[config.mk]
export PLATFORM = sky130hd
export DESIGN_NAME = muldiv_unit
export DESIGN_NICKNAME = d
export VERILOG_FILES = /design/src/rtl/muldiv_unit.sv
export SDC_FILE = /design/constraint.sdc
export NUM_CORES = 1
export LEC_CHECK = 0
export BUFFER_PORTS_ARGS = -buffer_cell sky130_fd_sc_hd__buf_2
export CAP_MARGIN = 20
export CORE_ASPECT_RATIO = 0.7
export CORE_MARGIN = 2
export CORE_UTILIZATION = 66
export DETAILED_ROUTE_END_ITERATION = 12
export GPL_TIMING_DRIVEN = 0
export PLACE_DENSITY = 0.88
export RECOVER_POWER = 100
export REMOVE_ABC_BUFFERS = 1
export SLEW_MARGIN = 20
export SYNTH_ARGS = -nofsm -noshare
export SYNTH_HDL_FRONTEND = slang
export SYNTH_SLANG_ARGS = --single-unit
[constraint.sdc]
create_clock -name clk -period 11.1 [get_ports clk]
set_input_delay 3.33 -clock clk [delete_from_list [all_inputs] [get_ports clk]]
set_output_delay 3.33 -clock clk [all_outputs]
set_load 0.01 [all_outputs]
[src/rtl/muldiv_unit.sv]
// Iterative 32-bit multiply/divide unit with HI/LO result registers.
// One radix-2 step per cycle: 32 steps, then a single DONE cycle.
module muldiv_unit (
    input  logic        clk,
    input  logic        reset,
    input  logic        start,
    input  logic [1:0]  op,
    input  logic [31:0] a,
    input  logic [31:0] b,
    input  logic        hi_we,
    input  logic        lo_we,
    input  logic [31:0] wd,
    output logic        busy,
    output logic        done,
    output logic [31:0] hi,
    output logic [31:0] lo
);

    typedef enum logic [1:0] {
        IDLE = 2'd0,
        CALC = 2'd1,
        DONE = 2'd2
    } state_t;

    state_t      state;
    logic [4:0]  count;
    logic [1:0]  op_q;
    logic [31:0] a_q;
    logic [31:0] b_q;
    logic [63:0] acc;

    logic        in_signed;
    logic [31:0] mag_a_in;

    logic        op_signed;
    logic        is_div;
    logic        a_neg;
    logic        b_neg;
    logic [31:0] mag_b;

    logic [32:0] mul_sum;
    logic [63:0] mul_next;
    logic [32:0] div_shift;
    logic [32:0] div_diff;
    logic [63:0] div_next;
    logic [63:0] step_next;

    logic [63:0] prod_fix;
    logic [31:0] quo_fix;
    logic [31:0] rem_fix;
    logic [31:0] res_hi;
    logic [31:0] res_lo;

    // op[1] selects divide, op[0] selects unsigned
    assign in_signed = ~op[0];
    assign mag_a_in  = (in_signed && a[31]) ? (32'd0 - a) : a;

    assign op_signed = ~op_q[0];
    assign is_div    = op_q[1];
    assign a_neg     = op_signed & a_q[31];
    assign b_neg     = op_signed & b_q[31];
    assign mag_b     = b_neg ? (32'd0 - b_q) : b_q;

    // Multiply: acc = {partial product, remaining multiplier bits}
    assign mul_sum  = {1'b0, acc[63:32]} + (acc[0] ? {1'b0, mag_b} : 33'd0);
    assign mul_next = {mul_sum, acc[31:1]};

    // Restoring divide: acc = {partial remainder, dividend/quotient bits}
    assign div_shift = {acc[63:32], acc[31]};
    assign div_diff  = div_shift - {1'b0, mag_b};
    assign div_next  = div_diff[32] ? {div_shift[31:0], acc[30:0], 1'b0}
                                    : {div_diff[31:0],  acc[30:0], 1'b1};

    assign step_next = is_div ? div_next : mul_next;

    // Sign fix-up applied to the result of the final step only
    assign prod_fix = (a_neg ^ b_neg) ? (64'd0 - step_next) : step_next;
    assign quo_fix  = (a_neg ^ b_neg) ? (32'd0 - step_next[31:0]) : step_next[31:0];
    assign rem_fix  = a_neg ? (32'd0 - step_next[63:32]) : step_next[63:32];

    always_comb begin
        res_hi = prod_fix[63:32];
        res_lo = prod_fix[31:0];
        if (is_div) begin
            if (b_q == 32'd0) begin
                res_hi = a_q;
                res_lo = 32'hFFFF_FFFF;
            end else begin
                res_hi = rem_fix;
                res_lo = quo_fix;
            end
        end
    end

    always_ff @(posedge clk or negedge reset) begin
        if (!reset) begin
            state <= IDLE;
            busy  <= 1'b0;
            done  <= 1'b0;
            count <= 5'd0;
            op_q  <= 2'd0;
            a_q   <= 32'd0;
            b_q   <= 32'd0;
            acc   <= 64'd0;
            hi    <= 32'd0;
            lo    <= 32'd0;
        end else begin
            case (state)
                IDLE: begin
                    if (start) begin
                        op_q  <= op;
                        a_q   <= a;
                        b_q   <= b;
                        count <= 5'd0;
                        acc   <= {32'd0, mag_a_in};
                        state <= CALC;
                        busy  <= 1'b1;
                    end else begin
                        if (hi_we) hi <= wd;
                        if (lo_we) lo <= wd;
                    end
                end
                CALC: begin
                    acc   <= step_next;
                    count <= count + 5'd1;
                    if (count == 5'd31) begin
                        hi    <= res_hi;
                        lo    <= res_lo;
                        state <= DONE;
                        busy  <= 1'b0;
                        done  <= 1'b1;
                    end
                end
                DONE: begin
                    state <= IDLE;
                    done  <= 1'b0;
                end
                default: begin
                    state <= IDLE;
                    busy  <= 1'b0;
                    done  <= 1'b0;
                end
            endcase
        end
    end

endmodule

==> summary.txt, run 1 <==
Clock network
  – Sink Count: 203
  – CTS tree: built
  – Clock latency on the worst-skew pair: 0.53 ns
  – Post-CTS setup buffer count: 0
  – Max Buffers Root-to-Sink: 3
  – TritonCTS Buffers: 23
  – Reg clk slew, reported paths: 0.07 ns
  – Hold_buf cts: 0
  – CTS H-tree depth: 1
  – Root buffer cell: clkbuf_16
  – Post-CTS sizing: 0

Drt
  – Vias per inst: 6.82
  – Initial DRC Count: 2135
  – Final WL: 58.5 mm
  – Drt wl/cell: 21.9 um
  – Vias: 18200
  – Pre-Repair DR Iteration Count: 10
  – Drc violations: 0
  – Post-DRT Antenna Nets: 0

STA
  – Clock Skew: 0.00947 ns
  – Minimum clock period: 10.27 ns
  – Slew Viols, Final: 298
  – Unrepaired setup endpoints after global routing: no
  – Fin crit share: 92.5%
  – F_max: 0.0974 GHz
  – Slew headroom: -196%
  – Setup-failing EPs final: 0
  – Final hold vios: 0
  – Worst-Margin Slew: 4.45 ns

Synth
  – FFs w/ async S/R, synth: 100%
  – Top post-synthesis cells by area: dfrtp_1 (29%), nand2_1 (8.7%), xnor2_1 (6.0%)
  – Seq/Total Area, Yosys: 29.3%
  – Post-synth EDFFs: 0
  – Top_reg_cell synth: dfrtp_1
  – Yosys top cell area share: 29.3%
  – Syn Inst Count: 2244
  – Cell variety after synth: 103
  – Cell area after synthesis: 17300 sq um
  – Ys Warns: 0
  – Post-synth top area cell: dfrtp_1
  – Number of synthesized register bits: 203
  – Syn_area_per_cell: 7.73 sq um

Run status
  – Result of the run: finished, violations left
  – Failing checks: capacitance limit, slew limit

Layout
  – Core Util, Final: 74.5%
  – FILL cells: 2050
  – Post-route cell area: 19200 sq um
  – Area grow syn2layout: 10.6%
  – # diodes: 0
  – Final #Nets: 2502
  – Count of non-filler cells in the finished layout: 2674
  – Layout cell share with drive strength beyond 1: 9.01%

Worst setup path
  – Max Fanout on Critical Path: 12
  – Critical path class: register to register
  – Most frequent CP cell: nand2_1
  – Crit path arrival time: 10.69 ns
  – Setup crit end kind: register
  – Max incr delay on CP: 0.78 ns
  – Slowest CP cell: nor3_1
  – Critical Path RT: 11.52 ns
  – Crit path launch type: register

Floorplan
  – IO Count: 169
  – Die Wd: 198 um
  – Core area: 25700 sq um
  – # rows: 49
  – Die Area: 27600 sq um
  – Initial Utilization: 67.3%
  – Die height: 140 um

Placement
  – Final Wtd Congestion: 0.961
  – Input/output buffers: 168
  – Area after DPL: 18600 sq um
  – Post-placement cell count: 2631
  – Detailed placement HPWL: 43.4 mm

Min path
  – Hold Path Class: register to register

GRT
  – Pin count of the biggest net entering global routing: 99
  – Initial antenna violation count: 1
  – Global-route wire length before repair: 91.7 mm
  – Total congestion overflow: 0
  – Number of global-route vias before repair: 16900
  – Total GRT Usage: 41.9%

Job
  – Max Cap Viol: 9
## per-layer routing
layer / global-route usage [%] / wire length, um
met3: 9.91 / 7310
met1: 61.3 / 24700
met4: 14.9 / 2290
met2: 60.2 / 24100
met5: 0 / 0
## stage by stage
step	setup WS, ns	setup TNS, ns	hold WS (ns)
floorplan	2.65	0	0.440
global placement	-1.01	-6.28	0.455
detailed placement	1.49	0	0.463
CTS	1.41	0	0.478
global route	0.470	0	0.498
finish	0.833	0	0.477
## final cells by class
| cell class | count | area, sq um | area share, % |
|---|---|---|---|
| clock buffers | 30 | 642 | 3.35 |
| inverters | 40 | 151 | 0.790 |
| well taps | 331 | 414 | 2.16 |
| multi-input cells | 1871 | 11600 | 60.4 |
| clock inverters | 11 | 190 | 0.992 |
| flip-flops and latches | 203 | 5080 | 26.5 |
| repair buffers | 188 | 1120 | 5.83 |
## final timing paths
kind	cells after the start	slack, ns	to	from
min reg2reg	2	0.48	lo[16]$_DFFE_PN0P_	lo[16]$_DFFE_PN0P_
min	2	0.48	lo[16]$_DFFE_PN0P_	lo[16]$_DFFE_PN0P_
min in group asynchronous	1	3.24	b_q[28]$_DFFE_PN0P_	reset
max in group asynchronous	2	2.22	op_q[1]$_DFFE_PN0P_	reset
max reg2reg	31	0.83	hi[26]$_DFFE_PN0P_	b_q[3]$_DFFE_PN0P_
max	31	0.83	hi[26]$_DFFE_PN0P_	b_q[3]$_DFFE_PN0P_
## critical path: cells and delay by family (launching register included)
family | cells | cell delay (ns)
buffers and inverters | 3 | 0.58
and+or+nand+nor | 12 | 4.43
AOI/OAI and AO/OA | 12 | 3.60
adders and majority gates | 2 | 0.66
DFF | 1 | 0.41
xor gates and xnor gates | 2 | 0.46
## cell usage after synthesis, types with 7 or more instances
cell	count
a211oi_1	15
a21o_1	33
a21oi_1	180
a221oi_1	8
a22o_1	18
a31oi_1	40
and2_1	13
and3_1	29
and4_1	7
buf_1	14
buf_2	15
clkbuf_1	97
dfrtp_1	203
ha_1	70
inv_1	39
mux2i_1	42
nand2_1	403
nand2b_1	21
nand3_1	44
nand4_1	15
nor2_1	201
nor2b_1	21
nor3_1	56
nor4_1	14
o211ai_1	20
o21a_1	19
o21ai_0	166
o21ai_1	12
o21bai_1	7
o221ai_1	34
o22ai_1	26
o31ai_1	19
or2_2	10
or3_1	17
xnor2_1	118
xor2_1	69
## flip-flops by register name, indices dropped and copies added, names as in the netlist
name and cells:
b_q 32, lo 32, acc 64, a_q 32, busy 1, op_q 2, hi 32, state 2
count 5, done 1
## layout by cell type, fill, tap and decap left out, types with 26 or more instances in the layout
master	n
nand2_1	404
clkbuf_1	76
o22ai_1	26
mux2i_1	42
and3_1	29
xor2_1	69
o21ai_0	173
xnor2_1	118
nor2_1	202
nand3_1	44
nor3_1	56
a31oi_1	40
dfrtp_1	202
buf_2	100
ha_1	70
a21oi_1	180
a21o_1	33
o221ai_1	34
inv_1	38
## cell families (layout without fill, tap and decap cells)
kind of cell / count (synthesis) / in the layout / synth area share [%]
xor+xnor: 187 / 187 / 9.45
buf+inv: 170 / 269 / 3.90
simple gates: 882 / 882 / 23.3
fa+ha+maj: 72 / 72 / 5.28
compound gates: 681 / 681 / 25.9
mux: 49 / 49 / 2.90
flops: 203 / 203 / 29.3
Power of run 1 is not shown: default switching activity piles up to over one toggle a cycle in this logic, so the estimate is an artifact.
==> inputs of run 2 (changes only) <==
--- a/config.mk
+++ b/config.mk
@@ -7,10 +7,11 @@
 export LEC_CHECK = 0
 export BUFFER_PORTS_ARGS = -buffer_cell sky130_fd_sc_hd__buf_2
 export CAP_MARGIN = 20
-export CORE_ASPECT_RATIO = 0.7
+export CORE_ASPECT_RATIO = 1.2
 export CORE_MARGIN = 2
 export CORE_UTILIZATION = 66
 export DETAILED_ROUTE_END_ITERATION = 12
+export GPL_ROUTABILITY_DRIVEN = 0
 export GPL_TIMING_DRIVEN = 0
 export PLACE_DENSITY = 0.88
 export RECOVER_POWER = 100
==> summary.txt, run 2 (synthesized netlist as in run 1, its figures left out) <==
Clock network
  – Post-CTS sizing: 0
  – TritonCTS Buffers: 24
  – Clock latency on the worst-skew pair: 0.54 ns
  – Root buffer cell: clkbuf_16
  – Post-CTS setup buffer count: 0
  – Sink Count: 203
  – CTS tree: built
  – Reg clk slew, reported paths: 0.06 ns
  – Hold_buf cts: 0
  – CTS H-tree depth: 1
  – Max Buffers Root-to-Sink: 3

Worst setup path
  – Most frequent CP cell: o21ai_0
  – Max incr delay on CP: 1.44 ns
  – Worst r2r src: b_q[2]$_DFFE_PN0P_
  – Crit path arrival time: 10.43 ns
  – Critical R2R Capture: hi[29]$_DFFE_PN0P_
  – Cell Chain, Critical Path: nor2_1, nand4b_1, o31ai_1, o21ai_0, nor2_1, o21ai_0, xnor2_1, ha_1, a21oi_1, o21ai_0, a221oi_1, o31ai_1, or2_2, o211ai_1, clkbuf_1, mux2_1, a2111oi_0, nand2_2, nor4_4, a31oi_1, xnor2_1, a211oi_1, o21ai_1
  – Critical Path RT: 11.50 ns
  – Reg2Reg Depth: 23
  – Critical path buffer and inverter count: 1
  – Setup crit end kind: register
  – Crit path launch type: register
  – Cell family with most CP delay: compound AO/OA/AOI/OAI gates
  – Critical path class: register to register
  – R2R setup slack: 1.08 ns
  – Max Fanout on Critical Path: 23
  – Slowest CP cell: a2111oi_0
  – Stages on worst setup path: 23

GRT
  – Global-route wire length before repair: 90.6 mm
  – Pin count of the biggest net entering global routing: 100
  – Total GRT Usage: 39.7%
  – Total congestion overflow: 0
  – Initial antenna violation count: 1
  – Number of global-route vias before repair: 17800

Drt
  – Drc violations: 0
  – Drt wl/cell: 21.1 um
  – Initial DRC Count: 2341
  – Post-DRT Antenna Nets: 0
  – Vias per inst: 6.84
  – Pre-Repair DR Iteration Count: 6
  – Final WL: 56.7 mm
  – Vias: 18300

Placement
  – Area after DPL: 18600 sq um
  – Detailed placement HPWL: 41.2 mm
  – Input/output buffers: 168

Layout
  – Area grow syn2layout: 10.2%
  – Post-route cell area: 19100 sq um
  – FILL cells: 1993
  – Final #Nets: 2502
  – Most frequent cells in the layout: nand2_1 (403), dfrtp_1 (202), nor2_1 (201)
  – Largest Register: acc
  – Max reg flops: 64
  – FF+latch area: 5080 sq um
  – Multi-input gate area: 11500 sq um
  – Layout cell share with drive strength beyond 1: 9.00%
  – Most common cell after layout, fill and taps aside: nand2_1

STA
  – Final hold vios: 0
  – Worst-Margin Slew: 4.61 ns
  – Clock Skew: 0.0224 ns
  – Setup-failing EPs final: 0
  – Slew headroom: -208%
  – Minimum clock period: 10.02 ns
  – Unrepaired setup endpoints after global routing: no
  – F_max: 0.0998 GHz
  – Hold WS: 0.478 ns
  – Slew Viols, Final: 250
  – Fin crit share: 90.3%

Floorplan
  – Die Wd: 152 um
  – Core area: 26000 sq um
  – IO Count: 169
  – Die height: 182 um
  – Die Area: 27600 sq um
  – # rows: 65
  – Initial Utilization: 66.6%

Run status
  – Result of the run: finished, violations left
  – Failing checks: capacitance limit, slew limit

Job
  – Max Cap Viol: 6

Min path
  – Hold endpoint: a_q[15]$_DFFE_PN0P_
  – Hold_sp: a_q[15]$_DFFE_PN0P_
  – Hold depth: 2
  – Hold Path Class: register to register
run 2: cell count changes in the layout (fill, tap and decap cells not counted), sizes merged:
cell and change:
clkinv +1, clkbuf +1, buf -4, diode +2, clkinvlp +5, inv +1
bufinv -2
run 2: metal layers:
layer / vias up / GRT usage, % / wire [um]
met3: 282 / 6.52 / 5740
met4: 0 / 23.5 / 3690
met2: 1214 / 65.2 / 26100
li1: 8266 / - / -
met5: - / 0 / 0
met1: 8584 / 49.6 / 21100
run 2: cell type report:
type	count	share of cell area [%]
Antenna cell	2	0.0262
Clock buffer	28	3.44
Clock inverter	16	0.963
Inverter	40	0.793
Multi-Input combinational cell	1871	60.4
Sequential cell	203	26.6
Tap cell	335	2.19
Timing Repair Buffer	187	5.53
run 2: worst max-delay path by stage:
stage                        start            endpoint  slack (ns)
6_report        b_q[2]$_DFFE_PN0P_  hi[29]$_DFFE_PN0P_        1.08
5_1_grt         b_q[2]$_DFFE_PN0P_  hi[29]$_DFFE_PN0P_        0.66
4_1_cts         b_q[2]$_DFFE_PN0P_  hi[26]$_DFFE_PN0P_        2.22
3_5_place_dp    b_q[2]$_DFFE_PN0P_  hi[26]$_DFFE_PN0P_        2.37
3_3_place_gp   op_q[1]$_DFFE_PN0P_  hi[26]$_DFFE_PN0P_       -0.76
2_1_floorplan  op_q[1]$_DFFE_PN0P_  hi[18]$_DFFE_PN0P_        2.65
run 2: metrics by stage:
| step | util, % | setup TNS [ns] | setup slack (ns) | instances |
|---|---|---|---|---|
| finish | 73.4 | 0 | 1.08 | 2682 |
| global route | 73.4 | 0 | 0.656 | 2681 |
| global placement | 69.4 | -4.17 | -0.763 | 2617 |
| floorplan | - | 0 | 2.65 | 2114 |
| detailed placement | 71.4 | 0 | 2.37 | 2635 |
| CTS | 74.7 | 0 | 2.22 | 2679 |
run 2: worst min-delay path, delay by kind of cell (launching register included):
family           cells  cell delay (ns)
flip-flops           1             0.34
AND/OR/NAND/NOR      2             0.10
Power of run 2 is left out for the same reason.
